`src/rtl/fp_pkg.sv`:
```
// Shared IEEE-754 single-precision types and constants for the FPU datapath.
package fp_pkg;

  typedef struct packed {
    logic        sign;
    logic [7:0]  exp;
    logic [22:0] frac;
  } fp32_t;

  typedef enum logic [1:0] {IDLE, DIVIDE, NORM, DONE} div_state_t;

  localparam int          FP_BIAS    = 127;
  localparam logic [31:0] FP_QNAN    = 32'h7FC00000;
  localparam logic [7:0]  FP_EXP_MAX = 8'hFF;

  localparam int FLG_INVALID = 3;
  localparam int FLG_DZ      = 2;
  localparam int FLG_OF      = 1;
  localparam int FLG_UF      = 0;

endpackage

```
`src/rtl/fp_div_step.sv`:
```
// One restoring radix-2 division step; the returned remainder is pre-shifted for the next step.
module fp_div_step (
  input  logic [25:0] rem,
  input  logic [23:0] divisor,
  output logic [25:0] next_rem,
  output logic        qbit
);

  logic [24:0] diff;
  logic [24:0] kept;

  // Partial remainder stays below 2*divisor, so bit 25 is only needed for the compare.
  always_comb begin
    diff     = rem[24:0] - {1'b0, divisor};
    qbit     = (rem >= {2'b00, divisor});
    kept     = qbit ? diff : rem[24:0];
    next_rem = {kept, 1'b0};
  end

endmodule

```
`src/rtl/fp_divider.sv`:
```
// Sequential IEEE-754 single divider, restoring mantissa division, FTZ; valid/ready both sides.
// Define FP_DIV_RNE_EN for round-to-nearest-even, otherwise results truncate toward zero.
module fp_divider
  import fp_pkg::*;
#(
  parameter int QBITS_PER_CYCLE = 1
) (
  input  logic        clk,
  input  logic        rst,
  input  logic        in_valid,
  output logic        in_ready,
  input  logic [31:0] a,
  input  logic [31:0] b,
  output logic        out_valid,
  input  logic        out_ready,
  output logic [31:0] out,
  output logic [3:0]  flags,
  output logic        busy
);

  localparam int STEPS = 26 / QBITS_PER_CYCLE;
  localparam logic signed [9:0] BIAS_S = 10'(FP_BIAS);

  div_state_t state, state_n;
  fp32_t fa, fb;
  logic sign_in, sign;
  logic a_nan, b_nan, a_inf, b_inf, a_zero, b_zero;
  logic spec_hit;
  logic [31:0] spec_out, norm_out;
  logic [3:0] spec_flags, norm_flags;
  logic signed [9:0] diff, exp_r;
  logic [23:0] mb;
  logic [25:0] rem, q;
  logic [4:0] cnt;
  logic [22:0] mant_r;
  logic [25:0] chain_rem [QBITS_PER_CYCLE+1];
  logic [QBITS_PER_CYCLE-1:0] chain_q;

  assign fa        = a;
  assign fb        = b;
  assign sign_in   = fa.sign ^ fb.sign;
  assign a_nan     = (fa.exp == FP_EXP_MAX) && (fa.frac != '0);
  assign b_nan     = (fb.exp == FP_EXP_MAX) && (fb.frac != '0);
  assign a_inf     = (fa.exp == FP_EXP_MAX) && (fa.frac == '0);
  assign b_inf     = (fb.exp == FP_EXP_MAX) && (fb.frac == '0);
  assign a_zero    = (fa.exp == '0);
  assign b_zero    = (fb.exp == '0);
  assign in_ready  = (state == IDLE) && !rst;
  assign out_valid = (state == DONE);
  assign busy      = (state != IDLE);

  always_comb begin
    spec_hit   = 1'b1;
    spec_out   = FP_QNAN;
    spec_flags = '0;
    if (a_nan || b_nan) begin
      spec_out = FP_QNAN;
    end else if ((a_zero && b_zero) || (a_inf && b_inf)) begin
      spec_flags[FLG_INVALID] = 1'b1;
    end else if (a_inf) begin
      spec_out = {sign_in, FP_EXP_MAX, 23'd0};
    end else if (b_inf) begin
      spec_out = {sign_in, 31'd0};
    end else if (b_zero) begin
      spec_out             = {sign_in, FP_EXP_MAX, 23'd0};
      spec_flags[FLG_DZ]   = 1'b1;
    end else if (a_zero) begin
      spec_out = {sign_in, 31'd0};
    end else begin
      spec_hit = 1'b0;
    end
  end

  assign chain_rem[0] = rem;
  for (genvar g = 0; g < QBITS_PER_CYCLE; g++) begin : g_step
    fp_div_step u_step (
      .rem      (chain_rem[g]),
      .divisor  (mb),
      .next_rem (chain_rem[g+1]),
      .qbit     (chain_q[QBITS_PER_CYCLE-1-g])
    );
  end

  always_comb begin
    exp_r  = q[25] ? diff + BIAS_S : diff + BIAS_S - 10'sd1;
    mant_r = q[25] ? q[24:2] : q[23:1];
`ifdef FP_DIV_RNE_EN
    begin : g_rne
      logic guard, sticky;
      logic [23:0] inc;
      guard  = q[25] ? q[1] : q[0];
      sticky = (q[25] & q[0]) | (rem != '0);
      inc    = {1'b0, mant_r} + 24'(guard & (sticky | mant_r[0]));
      mant_r = inc[22:0];
      if (inc[23]) exp_r = exp_r + 10'sd1;
    end
`endif
    norm_flags = '0;
    if (exp_r >= 10'sd255) begin
      norm_out           = {sign, FP_EXP_MAX, 23'd0};
      norm_flags[FLG_OF] = 1'b1;
    end else if (exp_r <= 10'sd0) begin
      norm_out           = {sign, 31'd0};
      norm_flags[FLG_UF] = 1'b1;
    end else begin
      norm_out = {sign, exp_r[7:0], mant_r};
    end
  end

  always_comb begin
    state_n = state;
    case (state)
      IDLE:    if (in_valid && in_ready) state_n = spec_hit ? DONE : DIVIDE;
      DIVIDE:  if (cnt == 5'(STEPS - 1)) state_n = NORM;
      NORM:    state_n = DONE;
      DONE:    if (out_ready) state_n = IDLE;
      default: state_n = IDLE;
    endcase
  end

  always_ff @(posedge clk or posedge rst) begin
    if (rst) state <= IDLE;
    else     state <= state_n;
  end

  always_ff @(posedge clk or posedge rst) begin
    if (rst) begin
      sign  <= 1'b0;
      diff  <= '0;
      mb    <= '0;
      rem   <= '0;
      q     <= '0;
      cnt   <= '0;
      out   <= '0;
      flags <= '0;
    end else begin
      case (state)
        IDLE: if (in_valid && in_ready) begin
          sign  <= sign_in;
          diff  <= $signed({2'b00, fa.exp}) - $signed({2'b00, fb.exp});
          mb    <= {1'b1, fb.frac};
          rem   <= {3'b001, fa.frac};
          q     <= '0;
          cnt   <= '0;
          out   <= spec_out;
          flags <= spec_flags;
        end
        DIVIDE: begin
          rem <= chain_rem[QBITS_PER_CYCLE];
          q   <= {q[25-QBITS_PER_CYCLE:0], chain_q};
          cnt <= cnt + 5'd1;
        end
        NORM: begin
          out   <= norm_out;
          flags <= norm_flags;
        end
        default: ;
      endcase
    end
  end

endmodule

```
`config.mk`:
```
export PLATFORM = sky130hd
export DESIGN_NAME = fp_divider
export DESIGN_NICKNAME = d
export VERILOG_FILES = /design/src/rtl/fp_pkg.sv /design/src/rtl/fp_div_step.sv /design/src/rtl/fp_divider.sv
export SDC_FILE = /design/constraint.sdc
export NUM_CORES = 1
export LEC_CHECK = 0
export ABC_CLOCK_PERIOD_IN_PS = 10500
export CAP_MARGIN = 20
export CORE_ASPECT_RATIO = 0.9
export CORE_MARGIN = 2
export CORE_UTILIZATION = 52
export DETAILED_ROUTE_END_ITERATION = 10
export GPL_ROUTABILITY_DRIVEN = 1
export PLACE_DENSITY = 0.74
export SYNTH_ARGS = -nofsm -noshare
export SYNTH_HDL_FRONTEND = slang
export SYNTH_HIERARCHICAL = 1
export SYNTH_SLANG_ARGS = --single-unit
```
`constraint.sdc`:
```
create_clock -name clk -period 10.5 [get_ports clk]
set_input_delay 1.05 -clock clk [delete_from_list [all_inputs] [get_ports clk]]
set_output_delay 1.05 -clock clk [all_outputs]
set_load 0.005 [all_outputs]
```
### Word-level counts from Yosys, hierarchy flattened

Index checks and enable logic that the tools add are counted.

| word-level totals | value |
|---|---|
| register bits | 130 |
| input port bits | 68 |
| output and inout port bits | 39 |
| word-level logic and storage cells | 93 |

| cells by class | value |
|---|---|
| magnitude comparators | 3 |
| reductions and logical operators | 25 |
| bitwise gates (word level) | 1 |
| mux-type cells | 41 |
| equal/unequal tests | 9 |
| add/subtract/negate cells | 5 |

Operators with widths:

| operator | number |
|---|---|
| $mux W32 | 7 |
| $pmux W26 S2 | 2 |
| $pmux W32 S2 | 1 |
| $mux W31 | 2 |
| $mux W26 | 2 |
| $logic_not A23 Y1 | 2 |
| $reduce_bool A23 Y1 | 2 |
| $ge A26 B24 Y1 | 1 |
| $mux W25 | 1 |
| $sub A25 B24 Y25 | 1 |
| $mux W23 | 1 |
| $eq A8 B8 Y1 const B | 2 |
| $logic_not A8 Y1 | 2 |
| $mux W1 | 14 |
| $add A10 B8 Y10 const B | 1 |
| $ge A10 B9 Y1 const B | 1 |
| $le A10 B1 Y1 const B | 1 |
| $mux W10 | 1 |
| $mux W2 | 5 |
| $pmux W5 S2 | 1 |
| $sub A10 B2 Y10 const B | 1 |
| $sub A8 B8 Y9 | 1 |
| $logic_and A1 B1 Y1 | 8 |
| $pmux W2 S4 | 1 |
| other kinds (16) | 23 |

### Logic depth before layout (Yosys ltp)

| depth | value |
|---|---|
| word-level depth | 10 |
| depth in mapped cells | 15 |
| mapped depth without buffers | 14 |

### Modules after synthesis

Netlist, hierarchy kept.

Modules (own cells, without submodules):

| module | times used | area each (um2) | sequential area each (um2) | cells an instance |
|---|---|---|---|---|
| fp_divider | 1 | 6740.2 | 3228.1 | 631 |
| fp_div_step | 1 | 1581.5 | 0.0 | 233 |

### Worst setup path after synthesis

No wires, ideal clock.

| path | value |
|---|---|
| path type | register to register |
| start point | reg rem[0] |
| end point | reg rem[16] |
| required time | 10.365 ns |
| buffers on the path | 1 |
| path slack | 7.381 ns |
| arrival | 2.984 ns |
| cell stages (with the launch flop) | 15 |
| period minus slack after synthesis | 3.119 ns |
| setup time | 0.135 ns |
| path through | dfrtp_1 inv_1 ha_1 inv_1 fa_1 a21o_1 a221oi_2 o31ai_2 a2111o_1 a21oi_2 nor2_1 buf_6 mux2_4 mux2i_1 o21ai_0 |

RTL lines:

| element | line | RTL |
|---|---|---|
| start, declared | fp_divider.sv:33 | `logic [25:0] rem, q;` |
| start signal, assigned | fp_divider.sv:142 | `rem <= {3'b001, fa.frac};` |
| start signal, assigned | fp_divider.sv:149 | `rem <= chain_rem[QBITS_PER_CYCLE];` |

==> key figures <==
Route
  • Routed Antenna Nets: 0
  • Wire length per cell: 15.8 um
  • TritonRoute pass-1 iters: 5
  • Initial DRC count: 419
  • DRC errors left: 0
  • Vias/cell: 5.66
  • Vias: 6,623
  • DRT Wirelength: 18,500 um

Die
  • Core area: 0.0155 mm^2
  • Die Area: 0.0170 mm^2
  • Core Rows: 43
  • I/O Pins: 107
  • Initial Util: 0.535
  • Die height: 124 um
  • Chip width: 137 um

Outcome
  • Status: complete, no violations

STA
  • Setup TNS: 0 ps
  • Slew Limit Headroom: 0.349
  • Worst Tran Pin Value: 977 ps
  • Min Tclk post-route: 3750 ps
  • Final setup vio count: 0
  • Skew final: 8.89 ps
  • Fmax: 266 MHz
  • Period utilization: 0.358
  • RSZ-0062 raised after global routing: false
  • Final Hold Viols: 0
  • Slew Viols, Final: 0

Global routing
  • Top Usage Layer GRT: met2
  • Met1 Usage GRT: 0.328
  • First-pass GRT wire length: 30,400 um
  • Largest net degree at the start of global routing: 82
  • Met3 Track Usage GR: 0.0395
  • Gr ovfl total: 0
  • Met2 Use GR: 0.354
  • All-layer global routing usage: 0.230
  • Vias in the first global route: 6,168
  • Initial antenna violation count: 0

Clocking
  • CTS tree: yes
  • CTS Hold Bufs: 0
  • Clk_lat worst skew: 430 ps
  • Worst-path clk slew: 60 ps
  • Root Buffer: clkbuf_16
  • Deepest clock path buffer count: 2
  • Sinks on Clock Net: 129
  • Number of gates resized after cts: 0
  • Num CTS Buffers: 17
  • Setup repair bufs after CTS: 0
  • H-tree depth: 4

Yosys
  • Ys flop type: dfrtp_1
  • Avg Inst Size Synth: 9.63 um^2
  • Count of unique library cells instantiated by Yosys: 80
  • Number of synthesized flops with an enable pin: 0
  • Syn nets: 977
  • Mapped cell area: 0.00832 mm^2
  • Sequential share of the synthesized area: 0.388
  • Ys async rst share: 1.00
  • Yosys synthesis warning count: 6
  • Seq cells post-synth: 129
  • Cell count after synthesis: 864

Power and ir drop
  • Clock power frac: 0.184
  • Flop pwr share: 0.236
  • Static Leak: 4.49 nW
  • Comb power frac: 0.579
  • PwrDens: 339 mW/mm^2
  • Total power after layout: 3.43 mW
  • Pint: 1.94 mW
  • Peak VDD IR: 0.198 mV
  • Sw Share: 0.433
  • Net switching power: 1.48 mW

Setup path
  • CP Max Fanout: 25
  • Crit end category: flip-flop
  • Kind of critical path: reg -> reg
  • CP required: 10,770 ps
  • Startpoint Class: flip-flop
  • Data arrival, critical path: 4020 ps

Final layout
  • Ant. Diodes: 0
  • Area growth syn-to-layout: 21.4%
  • Final #Nets: 1,068
  • Post-route insts no fill: 1,170
  • Fillers: 1,274
  • Ratio of cells with drive above 1 in the final layout: 0.126

Placed design
  • Placed Instances: 1,137
  • Final Wtd Congestion: 0.874
  • HPWL after DPL: 13,400 um
  • Port bufs: 106

Job
  • MaxCap Viol Count: 0

Worst hold path
  • Worst min path class: reg -> reg
==> Yosys cell counts (all sizes together), types with 4 or more instances <==
| cell | instances | share of area |
|---|---|---|
| mux2 | 33 | 0.048 |
| nand2b | 7 | 0.0053 |
| a22o | 35 | 0.037 |
| nor2b | 5 | 0.0038 |
| a21boi | 4 | 0.0054 |
| nand3 | 9 | 0.0054 |
| o31ai | 8 | 0.0078 |
| xor2 | 16 | 0.017 |
| nor4 | 15 | 0.011 |
| a21oi | 48 | 0.029 |
| a21o | 17 | 0.015 |
| o21ai | 79 | 0.058 |
| nor2 | 55 | 0.025 |
| clkbuf | 19 | 0.0086 |
| nor3 | 8 | 0.0054 |
| mux2i | 50 | 0.060 |
| buf | 17 | 0.016 |
| o221a | 5 | 0.0068 |
| nand2 | 104 | 0.047 |
| a31oi | 6 | 0.0063 |
| o211ai | 4 | 0.0048 |
| xnor2 | 23 | 0.025 |
| dfrtp | 129 | 0.39 |
| nand4 | 13 | 0.012 |
| and3 | 4 | 0.0030 |
| nor3b | 6 | 0.0060 |
| and2 | 4 | 0.0030 |
| inv | 52 | 0.023 |
| ha | 43 | 0.065 |
==> final timing paths <==
kind / from / endpoint / slack (ps) / cells after the start
min: mb[23] / mb[23] / 470 / 1
max in group asynchronous: rst / diff[3] / 7960 / 3
min reg2reg: mb[23] / mb[23] / 470 / 1
max: rem[0] / rem[5] / 6750 / 14
min in group asynchronous: rst / q[19] / 1120 / 2
max reg2reg: rem[0] / rem[5] / 6750 / 14
==> state kept, by name, indices dropped and copies added, names as in the netlist <==
signal / count
out: 32
q: 26
rem: 26
mb: 24
diff: 9
cnt: 5
flags: 4
state: 2
sign: 1
==> routing by layer <==
layer | up-vias | part of all wire
met5 | - | 0
met4 | 0 | 0.018
met3 | 23 | 0.040
met2 | 151 | 0.45
met1 | 3164 | 0.49
li1 | 3285 | -
==> worst max-delay path, stage by stage, from the launching register on <==
cell      delay [ps]
dfrtp_1          370
inv_1             50
ha_1             200
inv_1             80
fa_1             220
a21o_1           160
a221oi_2          90
o31ai_2          440
a2111o_1         290
a21oi_2          100
nor2_2           600
buf_4            420
mux2_4           330
mux2i_1          140
o21ai_0          110
==> area by class of cell <==
cell class,instances,area [um^2],area share
clock buffer,18,439,0.0435
clock inverter,14,193,0.0191
inverter,52,198,0.0196
multi-input combinational,643,4670,0.462
sequential,129,3230,0.320
tap,202,253,0.0250
timing repair buffer,112,1120,0.111
==> logic make-up (layout without fill, tap and decap cells) <==
| family | after synthesis | after routing | synth area share |
|---|---|---|---|
| fa+ha+maj | 46 | 46 | 0.0707 |
| simple gates | 242 | 242 | 0.140 |
| compound gates | 232 | 232 | 0.199 |
| flops | 129 | 129 | 0.388 |
| mux | 83 | 83 | 0.108 |
| xor+xnor | 39 | 39 | 0.0419 |
| buf+inv | 92 | 196 | 0.0526 |
| other cells | 1 | 1 | 0.000451 |
==> placed cells by master (no fill, tap or decap), types with 9 or more instances in the layout <==
| cell type | Yosys | final |
|---|---|---|
| o21ai_2 | 20 | 20 |
| xnor2_1 | 22 | 22 |
| xor2_1 | 16 | 16 |
| inv_1 | 52 | 51 |
| a21o_1 | 17 | 17 |
| a21oi_1 | 47 | 47 |
| ha_1 | 43 | 42 |
| nand3_1 | 9 | 9 |
| clkdlybuf4s50_1 | 0 | 106 |
| dfrtp_1 | 129 | 129 |
| mux2_2 | 26 | 26 |
| o21ai_0 | 58 | 58 |
| nor2_1 | 55 | 54 |
| clkbuf_16 | 0 | 17 |
| nor4_1 | 15 | 15 |
| nand2_1 | 103 | 103 |
| nand4_1 | 12 | 12 |
| a22o_1 | 35 | 35 |
| mux2i_1 | 50 | 50 |
==> power groups by stage <==
stage | Sequential (mW) | Combinational, mW | Clock, mW
after global placement | 0.809 | 1.92 | 0
final | 0.809 | 1.98 | 0.632
after detailed placement | 0.815 | 1.95 | 0
after floorplan | 0.764 | 1.61 | 0
after CTS | 0.808 | 1.96 | 0.642
after global routing | 0.836 | 2.19 | 0.663
==> per-stage QoR <==
stage	cell area (um^2)	hold slack, ps	setup slack [ps]	utilization
final	10100	471	6750	0.650
after global routing	10100	498	6470	0.650
after CTS	10100	478	6770	0.648
after detailed placement	9450	456	6450	0.608
after global placement	9450	451	6510	0.608
after floorplan	8320	435	6010	-
No activity file was read; power rests on OpenSTA's default activity.
==> patch 1 (same flow settings) <==
Encoding of `div_state_t`: now Gray code (2 bits for 4 states).
--- a/src/rtl/fp_pkg.sv
+++ b/src/rtl/fp_pkg.sv
@@ -7,7 +7,7 @@
     logic [22:0] frac;
   } fp32_t;
 
-  typedef enum logic [1:0] {IDLE, DIVIDE, NORM, DONE} div_state_t;
+  typedef enum logic [1:0] {IDLE = 2'b00, DIVIDE = 2'b01, NORM = 2'b11, DONE = 2'b10} div_state_t;
 
   localparam int          FP_BIAS    = 127;
   localparam logic [31:0] FP_QNAN    = 32'h7FC00000;
Check against the original RTL: same outputs for any inputs over 10 cycles, from zero or initial values and one cycle with rst high; not proved beyond that.
==> patch 1 against the unedited design <==
Area after synthesis decreased by 2.2%; power decreased by 3.2%; final area decreased by 1.6%; first-iteration DRC count increased by 4.1%; maximum frequency increased by 3.3%; clock skew decreased by 0.00080 ns; worst setup slack improved by 0.12 ns; sequential cell count unchanged; wire length increased by 1.2%; utilization decreased by 0.37 points; cell count increased by 8.6%; critical path type unchanged; largest cell class unchanged.
==> patch 1: results (changes against the unedited design) <==
[power_and_ir_drop]
ir_drop_v=0.0001722  ; -13%
switching_share_pct=43.34  ; +0.071 points
total_leakage_power_nw=4.387  ; -2.2%

[logic_synthesis]
synth_fp_nets=1078  ; +10%
seq_area_frac_synth_pct=39.66  ; +0.87 points
synthDistinctLibCells=75  ; -6.3%
syn_avg_cell_area_sq_um=8.391  ; -13%
ys.warnings.count=6  ; unchanged
ys_top_cells_by_area=sky130_fd_sc_hd__dfrtp_1, sky130_fd_sc_hd__nand2_1, sky130_fd_sc_hd__ha_1, sky130_fd_sc_hd__o21ai_0, sky130_fd_sc_hd__nor2_1
synth-main-ff-cell=sky130_fd_sc_hd__dfrtp_1
synth-async-reset-ratio_pct=100.0  ; unchanged
synth.top_cells.by_count=sky130_fd_sc_hd__nand2_1, sky130_fd_sc_hd__dfrtp_1, sky130_fd_sc_hd__nor2_1, sky130_fd_sc_hd__o21ai_0, sky130_fd_sc_hd__inv_1

[global_routing]
gr_usage_total_pct=24.20  ; +1.2 points
first_global_vias=6811  ; +10%
grt_antenna_before_repair=0  ; unchanged
grt_pass1_wl_um=32400  ; +6.4%
maximum_number_of_pins_on_one_net_before_global_route_repair=86  ; +4.9%

[critical_path]
critical_path_arrival_ns=3.88  ; -0.14 ns
critPathTopFamily=compound AO/OA/AOI/OAI gates
crit_path_max_fanout=23  ; -8.0%
critical_path.max_stage_delay_ns=0.48  ; -0.12 ns
reg2reg_to=rem[5]
crit_path_top_delay_cell=sky130_fd_sc_hd__a2111o_1
reg2reg_setup_slack_ns=6.86  ; +0.12 ns
worst_r2r_path_depth=14  ; unchanged
regToRegStartpoint=rem[0]

[final_layout]
proportion_of_layout_cells_with_a_drive_suffix_above_1_pct=8.700  ; -3.9 points
diodes=0  ; unchanged
finish.net_count=1164  ; +9.0%
fill_cells=1376  ; +8.0%
largestRegisters=out: 32 flops, q: 26 flops, rem: 26 flops

[outcome]
run_status=completed

[placed_design]
routabilityCongestion=0.8646  ; -1.1%
hpwl_um=13040  ; -2.9%
detailedPlace.worstSlack_ns=6.814  ; +0.3606 ns
numPortBuffers=106  ; unchanged

[timing]
finalClockSkew_ns=0.008091  ; -0.0007995 ns
slew_headroom_pct=44.20  ; +9.3 points

[route]
average_wire_per_cell_in_the_routed_design_um=14.74  ; -6.8%
drt_first_iter_violations=436  ; +4.1%
vias=6982  ; +5.4%
detail_route.wirelength_um=18740  ; +1.2%
detail_route.first_pass.iterations=4  ; -1

[clock_network]
post_cts_resize_count=0  ; unchanged
clockRootBuffer=sky130_fd_sc_hd__clkbuf_16
path_clk_slew_ns=0.06  ; about the same
worst_skew_pair.late_latency_ns=0.42
longest_clk_path_bufs=2  ; unchanged
cts_setup_buffers=0  ; unchanged

[worst_hold_path]
holdPathStages=1  ; unchanged
holdCritStartpoint=mb[23]
worst_hold_path.endpoint=mb[23]
timing.hold.worst.class=reg2reg

## patch 1: cell count changes after synthesis, sizes merged, moves of 9 or more
cell and change:
a22o -34, buf -9, mux2 -25, clkbuf +21, nand2 +140, nor2 +18
a31oi +25, mux2i -26
## patch 1: area by class of cell
type,instances,share of cell area [%]
inverters,45,1.725
multi-input cells,748,45.68
clock buffers,18,4.318
well taps,202,2.543
clock inverters,14,1.700
repair buffers,115,11.56
flip-flops and latches,129,32.48
## patch 1: worst max-delay path by stage
| stage | startpoint | endpoint | slack, ns | cells past startpoint |
|---|---|---|---|---|
| 4_1_cts | rem[0] | rem[2] | 6.84 | 14 |
| 3_3_place_gp | b[0] | out[28] | 6.86 | 8 |
| 3_5_place_dp | b[0] | out[24] | 6.81 | 8 |
| 6_report | rem[0] | rem[5] | 6.86 | 14 |
| 2_1_floorplan | rst | cnt[0] | 6.01 | 1 |
| 5_1_grt | rem[0] | rem[2] | 6.54 | 14 |
## patch 1: power groups by stage
stage	clock [mW]	combinational [mW]	sequential [mW]
6_report	0.600	1.89	0.825
2_1_floorplan	0	1.50	0.794
3_3_place_gp	0	1.85	0.825
3_5_place_dp	0	1.86	0.833
4_1_cts	0.610	1.89	0.826
5_1_grt	0.633	2.12	0.853
## patch 1: logic make-up after synthesis
group / after synthesis / synth area share (%)
AND/OR/NAND/NOR: 413 / 22.18
AO/OA/AOI/OAI: 221 / 17.93
flip-flops: 129 / 39.66
buffers and inverters: 93 / 4.735
XOR/XNOR: 41 / 4.735
adder cells (fa/ha/maj): 40 / 6.334
multiplexers: 32 / 4.381
other: 1 / 0.04607
## patch 1: routing by layer
| layer | part of all wire (%) | GRT usage [%] |
|---|---|---|
| met1 | 48 | 33.32 |
| met2 | 46 | 39.11 |
| met3 | 5.1 | 5.328 |
| met4 | 1.2 | 5.990 |
| met5 | 0 | 0 |
## patch 1: stage by stage
step,hold slack [ns],cell area [sq um]
5_1_grt,0.4918,9938
4_1_cts,0.4679,9911
6_report,0.4653,9938
2_1_floorplan,0.4347,8139
3_5_place_dp,0.4551,9313
3_3_place_gp,0.4523,9313
==> patch 2 (config.mk and constraints unchanged) <==
Made on the original files. The option `FP_DIV_RNE_EN` is turned on by a define.
--- a/src/rtl/fp_divider.sv
+++ b/src/rtl/fp_divider.sv
@@ -1,5 +1,7 @@
 // Sequential IEEE-754 single divider, restoring mantissa division, FTZ; valid/ready both sides.
 // Define FP_DIV_RNE_EN for round-to-nearest-even, otherwise results truncate toward zero.
+`define FP_DIV_RNE_EN
+
 module fp_divider
   import fp_pkg::*;
 #(
Formal check against the unedited RTL: no difference found for any inputs over 4 cycles, from zero or initial values and one cycle with rst high; that may be too few to reach the edited logic, so the function may still have changed.
==> patch 2 against the unedited design <==
Clock power decreased by 15%; wire length increased by 31%; final area grew 13%; sequential cell count did not move; area after synthesis grew 18%; worst setup slack got worse by 0.41 ns; global-route usage rose by 2.0 points; sequential power grew 3.3%; power up 5.8%; critical endpoint is now out[21]; largest power group unchanged.
==> patch 2: results (changes against the unedited design) <==
[timing]
worst-slew-pin-transition_ns=0.9724  ; -0.004097 ns
fin_hold_ws_ns=0.4702  ; -0.001224 ns
finalClockSkew_ns=0.007411  ; -0.001480 ns

[route]
route.met2.wl_um=10940  ; +32%
vias=8469  ; +28%
met1_length_um=11650  ; +28%
average_wire_per_cell_in_the_routed_design_um=16.95  ; +7.1%

[logic_synthesis]
synth.top_cells.by_count=sky130_fd_sc_hd__nand2_1, sky130_fd_sc_hd__dfrtp_1, sky130_fd_sc_hd__o21ai_0, sky130_fd_sc_hd__inv_1, sky130_fd_sc_hd__a21oi_1
synth_fp_nets=1223  ; +25%
ys_top_cells_by_area=sky130_fd_sc_hd__dfrtp_1, sky130_fd_sc_hd__nand2_1, sky130_fd_sc_hd__ha_1, sky130_fd_sc_hd__xnor2_1, sky130_fd_sc_hd__mux2i_1
seq_area_frac_synth_pct=33.00  ; -5.8 points
post_synth_fa_ha_maj_area_fraction_pct=5.910  ; -1.2 points
synth_compound_area_share_pct=22.77  ; +2.9 points
synthXorXnorAreaFrac_pct=6.934  ; +2.7 points

[critical_path]
critical_path_arrival_ns=4.44  ; +0.42 ns
worst_r2r_path_depth=10  ; -4
reg2reg_setup_slack_ns=6.34  ; -0.41 ns
critical_path.max_stage_delay_ns=0.75  ; +0.15 ns

[placed_design]
routabilityCongestion=0.9889  ; +13%
hpwl_um=17920  ; +33%

[global_routing]
gr_usage_total_pct=25.05  ; +2.0 points
grt_pass1_wl_um=39990  ; +31%
globalRouteMet2Util_pct=38.63  ; +3.2 points
gr-usage-met1_pct=36.10  ; +3.3 points

[power_and_ir_drop]
pwr-share-clk_pct=14.8  ; -3.6 points
combinationalPower_mw=2.25  ; +14%
p_int_mw=1.885  ; -3.0%
total_leakage_power_nw=4.648  ; +3.6%

[final_layout]
fill_cells=1569  ; +23%
regArea_sq_um=3229  ; about the same
multi_input_area_share_pct=52.51  ; +6.3 points
final.clkbuf_count=19  ; +1
final-clk-cell-share_pct=4.671  ; -1.6 points
buf_share_pct=10.04  ; -1.0 points

[outcome]
run_status=completed

## patch 2: cell types whose count changed in the layout (fill, tap and decap cells not counted), sizes merged, moves of 12 or more
| cell | before | now |
|---|---|---|
| nor3 | 8 | 23 |
| xnor2 | 23 | 48 |
| mux2i | 50 | 38 |
| nor2 | 55 | 42 |
| nand2 | 104 | 164 |
| o211ai | 4 | 19 |
| o31ai | 8 | 31 |
| nand3 | 9 | 26 |
| o21ai | 79 | 93 |
| a21o | 17 | 4 |
## patch 2: stage by stage
step / instances / power [mW] / worst slack, ns
CTS: 1434 / 3.588 / 6.348
detailed placement: 1402 / 3.037 / 6.356
finish: 1435 / 3.623 / 6.338
global placement: 1402 / 2.995 / 6.557
global route: 1435 / 3.911 / 5.892
floorplan: 1110 / 2.552 / 6.009
